[src/rtl/mix_columns_seq.sv]
// AES MixColumns, one column per cycle, with a bypass for the final round.
// A captured state word is transformed in place, column 0 first. The finished
// word is then held on out_data until the downstream stage takes it.
module mix_columns_seq (
  input  logic         clk,
  input  logic         rst_n,
  input  logic         in_valid,
  output logic         in_ready,
  input  logic [127:0] in_data,
  input  logic         in_last,
  input  logic         flush,
  output logic         out_valid,
  input  logic         out_ready,
  output logic [127:0] out_data
);

  typedef enum logic [1:0] {
    IDLE = 2'd0,
    BUSY = 2'd1,
    DONE = 2'd2
  } state_t;

  state_t         state_q;
  logic [1:0]     col_cnt_q;
  logic [127:0]   data_q;
  logic [127:0]   data_d;
  logic [6:0]     col_lsb;
  logic           in_ready_q;
  logic           out_valid_q;

  // Multiplication by 2 in GF(2^8) with the AES reduction polynomial.
  function automatic logic [7:0] xtime(input logic [7:0] x);
    return {x[6:0], 1'b0} ^ (x[7] ? 8'h1b : 8'h00);
  endfunction

  // Transform one column; row 0 is the most significant byte.
  function automatic logic [31:0] mix_col(input logic [31:0] c);
    logic [7:0] a0, a1, a2, a3;
    logic [7:0] r0, r1, r2, r3;
    a0 = c[31:24];
    a1 = c[23:16];
    a2 = c[15:8];
    a3 = c[7:0];
    r0 = xtime(a0) ^ (xtime(a1) ^ a1) ^ a2 ^ a3;
    r1 = a0 ^ xtime(a1) ^ (xtime(a2) ^ a2) ^ a3;
    r2 = a0 ^ a1 ^ xtime(a2) ^ (xtime(a3) ^ a3);
    r3 = (xtime(a0) ^ a0) ^ a1 ^ a2 ^ xtime(a3);
    return {r0, r1, r2, r3};
  endfunction

  // Column c lives at bits [127-32c -: 32], so its LSB is 32*(3-c).
  assign col_lsb = {~col_cnt_q, 5'b00000};

  // Next state word: current column replaced by its transform, others held.
  always_comb begin
    // NOTE: data_d gets a full default before the partial update, so no
    // bits are left unassigned on any path and no latch is inferred.
    data_d                 = data_q;
    data_d[col_lsb +: 32]  = mix_col(data_q[col_lsb +: 32]);
  end

  // Control FSM with registered handshake outputs and the state word.
  // NOTE: all sequential state uses non-blocking assignments so every
  // register samples pre-edge values regardless of statement order.
  always_ff @(posedge clk or negedge rst_n) begin
    if (!rst_n) begin
      // NOTE: the data register is reset too, because out_data must read
      // zero while reset is asserted.
      state_q     <= IDLE;
      col_cnt_q   <= 2'd0;
      data_q      <= 128'h0;
      in_ready_q  <= 1'b1;
      out_valid_q <= 1'b0;
    end else if (flush) begin
      // Abort wins over any handshake on this edge; the word is dropped.
      state_q     <= IDLE;
      col_cnt_q   <= 2'd0;
      in_ready_q  <= 1'b1;
      out_valid_q <= 1'b0;
    end else begin
      case (state_q)
        IDLE: begin
          if (in_valid) begin
            data_q     <= in_data;
            col_cnt_q  <= 2'd0;
            in_ready_q <= 1'b0;
            if (in_last) begin
              state_q     <= DONE;
              out_valid_q <= 1'b1;
            end else begin
              state_q <= BUSY;
            end
          end
        end
        BUSY: begin
          data_q    <= data_d;
          col_cnt_q <= col_cnt_q + 2'd1;
          if (col_cnt_q == 2'd3) begin
            state_q     <= DONE;
            out_valid_q <= 1'b1;
          end
        end
        DONE: begin
          // Return to IDLE only; acceptance waits for the following edge.
          if (out_ready) begin
            state_q     <= IDLE;
            in_ready_q  <= 1'b1;
            out_valid_q <= 1'b0;
          end
        end
        default: begin
          state_q     <= IDLE;
          col_cnt_q   <= 2'd0;
          in_ready_q  <= 1'b1;
          out_valid_q <= 1'b0;
        end
      endcase
    end
  end

  assign in_ready  = in_ready_q;
  assign out_valid = out_valid_q;
  assign out_data  = data_q;

endmodule

[config.mk]
export PLATFORM = sky130hd
export DESIGN_NAME = mix_columns_seq
export DESIGN_NICKNAME = d
export VERILOG_FILES = /design/src/rtl/mix_columns_seq.sv
export SDC_FILE = /design/constraint.sdc
export NUM_CORES = 1
export LEC_CHECK = 0
export BUFFER_PORTS_ARGS = -buffer_cell sky130_fd_sc_hd__buf_2
export CORE_AREA = 2 2 123 125
export CTS_CLUSTER_DIAMETER = 120
export DETAILED_ROUTE_END_ITERATION = 10
export DIE_AREA = 0 0 125 127
export GPL_TIMING_DRIVEN = 0
export PLACE_DENSITY = 0.86
export SETUP_SLACK_MARGIN = 0.2
export SYNTH_ARGS = -nofsm -noshare
export SYNTH_HDL_FRONTEND = slang
export SYNTH_SLANG_ARGS = --single-unit
export TNS_END_PERCENT = 30
[constraint.sdc]
create_clock -name clk -period 6.45 [get_ports clk]
set_input_delay 1.29 -clock clk [delete_from_list [all_inputs] [get_ports clk]]
set_output_delay 1.29 -clock clk [all_outputs]
set_load 0.01 [all_outputs]
=== Yosys cells after proc, flatten, opt, wreduce, memory -nomap -nowiden ===
Cells that the tools add are included.

* $add $sub $neg: 2
* Eq/ne operators: 10
* Shifts and indexed selects: 3
* Muxes and demuxes: 26
* Bitwise gates (word level): 22
* Reductions and logical operators: 7

{| class="wikitable"
|+ Operators by type and width
! cell !! count
|-
| $pmux W128 S2 || 1
|-
| $bwmux W128 || 1
|-
| $mux W128 || 1
|-
| $shift A32 B9 Y128 const A || 1
|-
| $shiftx A128 B8 Y32 || 1
|-
| $shiftx A32 B9 Y128 || 1
|-
| $xor A8 B8 Y8 || 16
|-
| $xor A8 B5 Y8 || 4
|-
| $mux W5 || 4
|-
| $mux W2 || 7
|-
| $ne A3 B3 Y1 const B || 4
|-
| $pmux W2 S3 || 2
|-
| $neg A7 Y9 || 1
|-
| $reduce_and A3 Y1 || 3
|-
| $mux W1 || 8
|-
| $ne A2 B2 Y1 const B || 3
|-
| $pmux W1 S3 || 2
|-
| $eq A2 B2 Y1 const B || 2
|-
| $reduce_and A4 Y1 || 1
|-
| $add A2 B1 Y2 const B || 1
|-
| $eq A2 B1 Y1 const B || 1
|-
| $logic_not A2 Y1 || 1
|-
| $not A2 Y2 || 1
|-
| $reduce_and A2 Y1 || 1
|-
| 2 further kinds || 2
|}

* Register bits after elaboration: 134
* Input bits: 134
* Output and inout port bits: 130
* Word-level logic and storage cells: 75

=== Logic depth before layout (Yosys ltp) ===
* Depth after elaboration: 11
* Mapped depth: 10
* Depth with buffers taken out: 6

=== Worst setup path before layout ===
OpenSTA, ideal clock, no wires.

* Path type: input -> register
* Start point: in flush
* End point: reg data_q[100], in the netlist out_data[100]
* Library setup time: 90 ps
* Arrival: 2727 ps
* Required time: 6360 ps
* Path slack: 3633 ps
* Stages on the path: 6
* Path buffers: 3
* Path through: buf_1 -> a211o_1 -> or4b_1 -> clkbuf_1 -> clkbuf_1 -> o221ai_1

* Longest elaborated chain between the ends: 2

{| class="wikitable"
|+ RTL lines
! element !! line !! source
|-
| start, declared || 11 || <nowiki>input logic flush,</nowiki>
|-
| $not A1 Y1 (no line) || - ||
|-
| $reduce_and A3 Y1 (no line) || - ||
|-
| end signal, assigned || 84 || <nowiki>data_q <= in_data;</nowiki>
|-
| end signal, assigned || 96 || <nowiki>data_q <= data_d;</nowiki>
|-
| end, declared || 25 || <nowiki>logic [127:0] data_q;</nowiki>
|}

Every way passes these cells.
A chain may end at the register's enable or synchronous reset.

=== Worst setup path after layout ===
* Start point: reg col_cnt_q[1]
* End point: reg data_q[16], in the netlist out_data[16]

* Longest elaborated chain between the ends: 11
* Elaborated cells between the ends (all ways): 31
* Classes of those cells: 1 x add/sub; 3 x shift; 6 x mux; 21 x bitwise

{| class="wikitable"
|+ RTL lines
! element !! line !! source
|-
| start, declared || 24 || <nowiki>logic [1:0] col_cnt_q;</nowiki>
|-
| start signal, assigned || 97 || <nowiki>col_cnt_q <= col_cnt_q + 2'd1;</nowiki>
|-
| $not A2 Y2 * || 52 || <nowiki>assign col_lsb = {~col_cnt_q, 5'b00000};</nowiki>
|-
| $shiftx A128 B8 Y32 || 59 || <nowiki>data_d[col_lsb +: 32] = mix_col(data_q[col_lsb +: 32]);</nowiki>
|-
| $mux W5 || 33 || <nowiki>return {x[6:0], 1'b0} ^ (x[7] ? 8'h1b : 8'h00);</nowiki>
|-
| $xor A8 B5 Y8 || 33 ||
|-
| $xor A8 B8 Y8, on equally long branches (4 in a row) || 47, 44 ||
|-
| $shiftx A32 B9 Y128 || 59 ||
|-
| $bwmux W128 * || 59 ||
|-
| $pmux W128 S2 * || 81 || <nowiki>case (state_q)</nowiki>
|}

Mark *: on every way between the ends. The rest lies on a longest branch, timed or not.

==> summary.md <==
| Metric | Value |
|---|---|
| Port Buffer Count | `262` |
| Met3 Resource Use GR | `0.0951` |
| Sw Pwr | `0.00207 W` |
| N_diodes | `0` |
| DRT antenna net count | `0` |
| Rows | `44` |
| Slew Viols, Final | `0` |
| Router iterations before antenna repair | `8` |
| Clk sinks | `134` |
| Layout cells sized above 1 | `0.334` |
| Via count of the first global-routing pass | `8108` |
| Busiest metal layer after global routing | `met2` |
| RSZ-0062 raised after global routing | `no` |
| Routed len/inst | `25.1 um` |
| Switching Share | `0.410` |
| Pleak | `5.31 nW` |
| Io pins | `264` |
| F_max | `310 MHz` |
| Via density | `6.76` |
| Die Y-Extent | `127 um` |
| PwrDens | `489 mW/mm^2` |
| Worst-path clk slew | `0.06 ns` |
| Routing usage on met1 | `0.497` |
| CTS Buf Count | `17` |
| Largest net degree at the start of global routing | `79` |
| Yosys top cell by area | `dfrtp_1` |
| PostCTS Resize Cnt | `0` |
| Residual DRC | `0` |
| Post-Layout Cell Count | `1220` |
| Via count | `8246` |
| Flops & latches, synth | `134` |
| Status | `finished clean` |
| Final setup violation count | `0` |
| IR drop worst, VDD | `0.342 mV` |
| Longest Clk Path Bufs | `2` |
| Post-Synthesis Cells | `741` |
| Worst-path maximum fanout | `10` |
| Initial Util | `0.559` |
| Post-CTS setup buffer count | `0` |
| GR Util All Layers | `0.385` |
| Data required, critical path | `6.77 ns` |
| Post-Syn Area | `0.00806 sq mm` |
| First-pass GRT wire length | `45.9 mm` |
| Final hold vios | `0` |
| GR Util met2 | `0.601` |
| Hpwl dp | `21.9 mm` |
| Syn Nets | `879` |
| Max cap viols | `0` |
| CP Capture Type | `flop` |
| Layout area overhead | `28.0%` |
| Worst Path Arrival | `3.55 ns` |
| Area fraction of the dominant cell type after synthesis | `0.413` |
| CTS tree | `done` |
| WS Path Type | `reg -> reg` |
| Int Pwr | `0.00297 W` |
| Gr ovfl total | `0` |
| Clock power share | `0.225` |
| Core Area | `0.0144 sq mm` |
| Top post-synthesis cells by area | `dfrtp_1 (41%), o221ai_1 (14%), nand2_1 (12%)` |
| Placed cell count | `1188` |
| Number of synthesized flops with an enable pin | `0` |
| Final TNS setup | `0 ns` |
| Register area share after synthesis | `0.416` |
| HP Class | `reg -> reg` |
| Startpoint types | `flop` |
| Number of synthesis warnings | `0` |
| Initial antenna violation count | `0` |
| Post-synth top flop | `dfrtp_1` |
| Least-Margin Pin Slew | `0.746 ns` |
| Chip width | `125 um` |
| Worst Hold Slack | `0.512 ns` |
| Syn avg cell area | `10.9 sq um` |
| Combinational power share | `0.531` |
| Fin crit share | `0.501` |
| Post-placement cell area | `0.00963 sq mm` |
| Post-synth ARST share | `1.00` |
| Hold-fix buffers, CTS | `0` |
| Sequential Power Share | `0.244` |
| Clock Tree Root | `clkbuf_16` |
| Fillers | `1059` |
| Clock Skew | `0.00642 ns` |
| Design area | `0.0103 sq mm` |
| Initial DRC count | `1147` |
| Final wirelength | `30.6 mm` |
| Die area | `0.0159 sq mm` |
| Min Tclk post-route | `3.23 ns` |
| Nets@finish | `1161` |
| Max-Slew Margin vs Limit | `0.503` |
| Clock H-tree levels | `4` |
| Worst-Skew Late Latency | `0.43 ns` |
| Final RePlAce weighted congestion | `0.961` |
| Number of library cell types mapped by synthesis | `33` |
cell type report:
| cell class | instances | area (sq um) | share of cell area |
|---|---|---|---|
| tap | 184 | 230 | 0.0223 |
| clock buffer | 19 | 453 | 0.0439 |
| clock inverter | 13 | 226 | 0.0220 |
| buffer | 71 | 302 | 0.0292 |
| multi-input combinational | 531 | 4380 | 0.425 |
| timing repair buffer | 263 | 1350 | 0.130 |
| inverter | 5 | 18.8 | 0.00182 |
| sequential | 134 | 3350 | 0.325 |
layer usage:
layer | up-vias | share of wire
met5 | - | 0
met1 | 3998 | 0.34
met2 | 766 | 0.46
met4 | 0 | 0.060
met3 | 164 | 0.13
li1 | 3318 | -
registers in the layout, summed over array words and instances, names as in the netlist:
signal	flops
out_valid	1
state_q	2
out_data	128
col_cnt_q	2
in_ready	1
power by group through the flow:
stage               clock, W  sequential [W]  combinational, W
global placement           0         0.00122           0.00254
CTS                  0.00113         0.00122           0.00262
global route         0.00117         0.00124           0.00278
detailed placement         0         0.00123           0.00259
floorplan                  0         0.00128           0.00168
finish               0.00113         0.00123           0.00268
cell usage after synthesis (2+ instances only):
library cell,n
nor2_1,7
xor2_1,12
or3_1,4
a21oi_1,7
nand2b_1,2
buf_4,2
o221ai_1,128
xor2_2,2
buf_6,3
ha_1,4
mux4_2,32
a211o_1,4
clkbuf_1,61
xnor2_1,9
buf_2,4
xnor3_1,42
inv_1,5
nand2_1,262
dfrtp_1,133
xnor2_2,4
xnor2_4,2
logic make-up after synthesis:
family / Yosys count / synth area share
adder cells (fa/ha/maj): 4 / 0.00621
AND/OR/NAND/NOR: 280 / 0.134
XOR/XNOR: 72 / 0.162
multiplexers: 32 / 0.0895
flip-flops: 134 / 0.416
AO/OA/AOI/OAI: 143 / 0.152
buffers and inverters: 76 / 0.0398
placed cells by master (no fill, tap or decap), types with 2 or more instances in the layout:
master,instances
clkbuf_8,2
nand2b_1,2
clkinvlp_4,3
inv_1,5
buf_4,2
xnor3_1,42
buf_2,265
buf_6,4
xor2_2,2
nor2_1,7
bufinv_16,6
a21oi_1,7
o221ai_1,128
clkbuf_16,17
xnor2_1,9
clkbuf_1,61
nand2_1,262
xnor2_2,4
mux4_2,32
xnor2_4,2
a211o_1,4
dfrtp_1,133
xor2_1,12
ha_1,4
or3_1,4
clkinv_2,3
path summary, 6_finish.rpt:
| kind | startpoint | end | slack [ns] | cells after the start |
|---|---|---|---|---|
| max reg2reg | col_cnt_q[1] | out_data[16] | 3.22 | 9 |
| max | col_cnt_q[1] | out_data[16] | 3.22 | 9 |
| min | out_data[116] | out_data[116] | 0.51 | 2 |
| min in group asynchronous | rst_n | out_data[120] | 0.82 | 1 |
| min reg2reg | out_data[116] | out_data[116] | 0.51 | 2 |
| max in group asynchronous | rst_n | in_ready | 4.84 | 2 |
worst max-delay path: stages (launching register included):
cell,delay (ns)
dfrtp_1,0.36
buf_2,0.29
buf_2,0.39
inv_1,0.12
ha_1,0.35
or3_1,0.35
or3_1,0.30
clkbuf_1,0.23
clkbuf_1,0.38
o221ai_1,0.35
through the flow:
| stage | worst slack [ns] | util | power, W |
|---|---|---|---|
| detailed placement | 3.19 | 0.668 | 0.00382 |
| floorplan | 3.63 | - | 0.00295 |
| global placement | 2.30 | 0.665 | 0.00376 |
| finish | 3.22 | 0.715 | 0.00504 |
| global route | 3.08 | 0.715 | 0.00519 |
| CTS | 3.33 | 0.715 | 0.00496 |
Power figures use the tool's default switching activity.
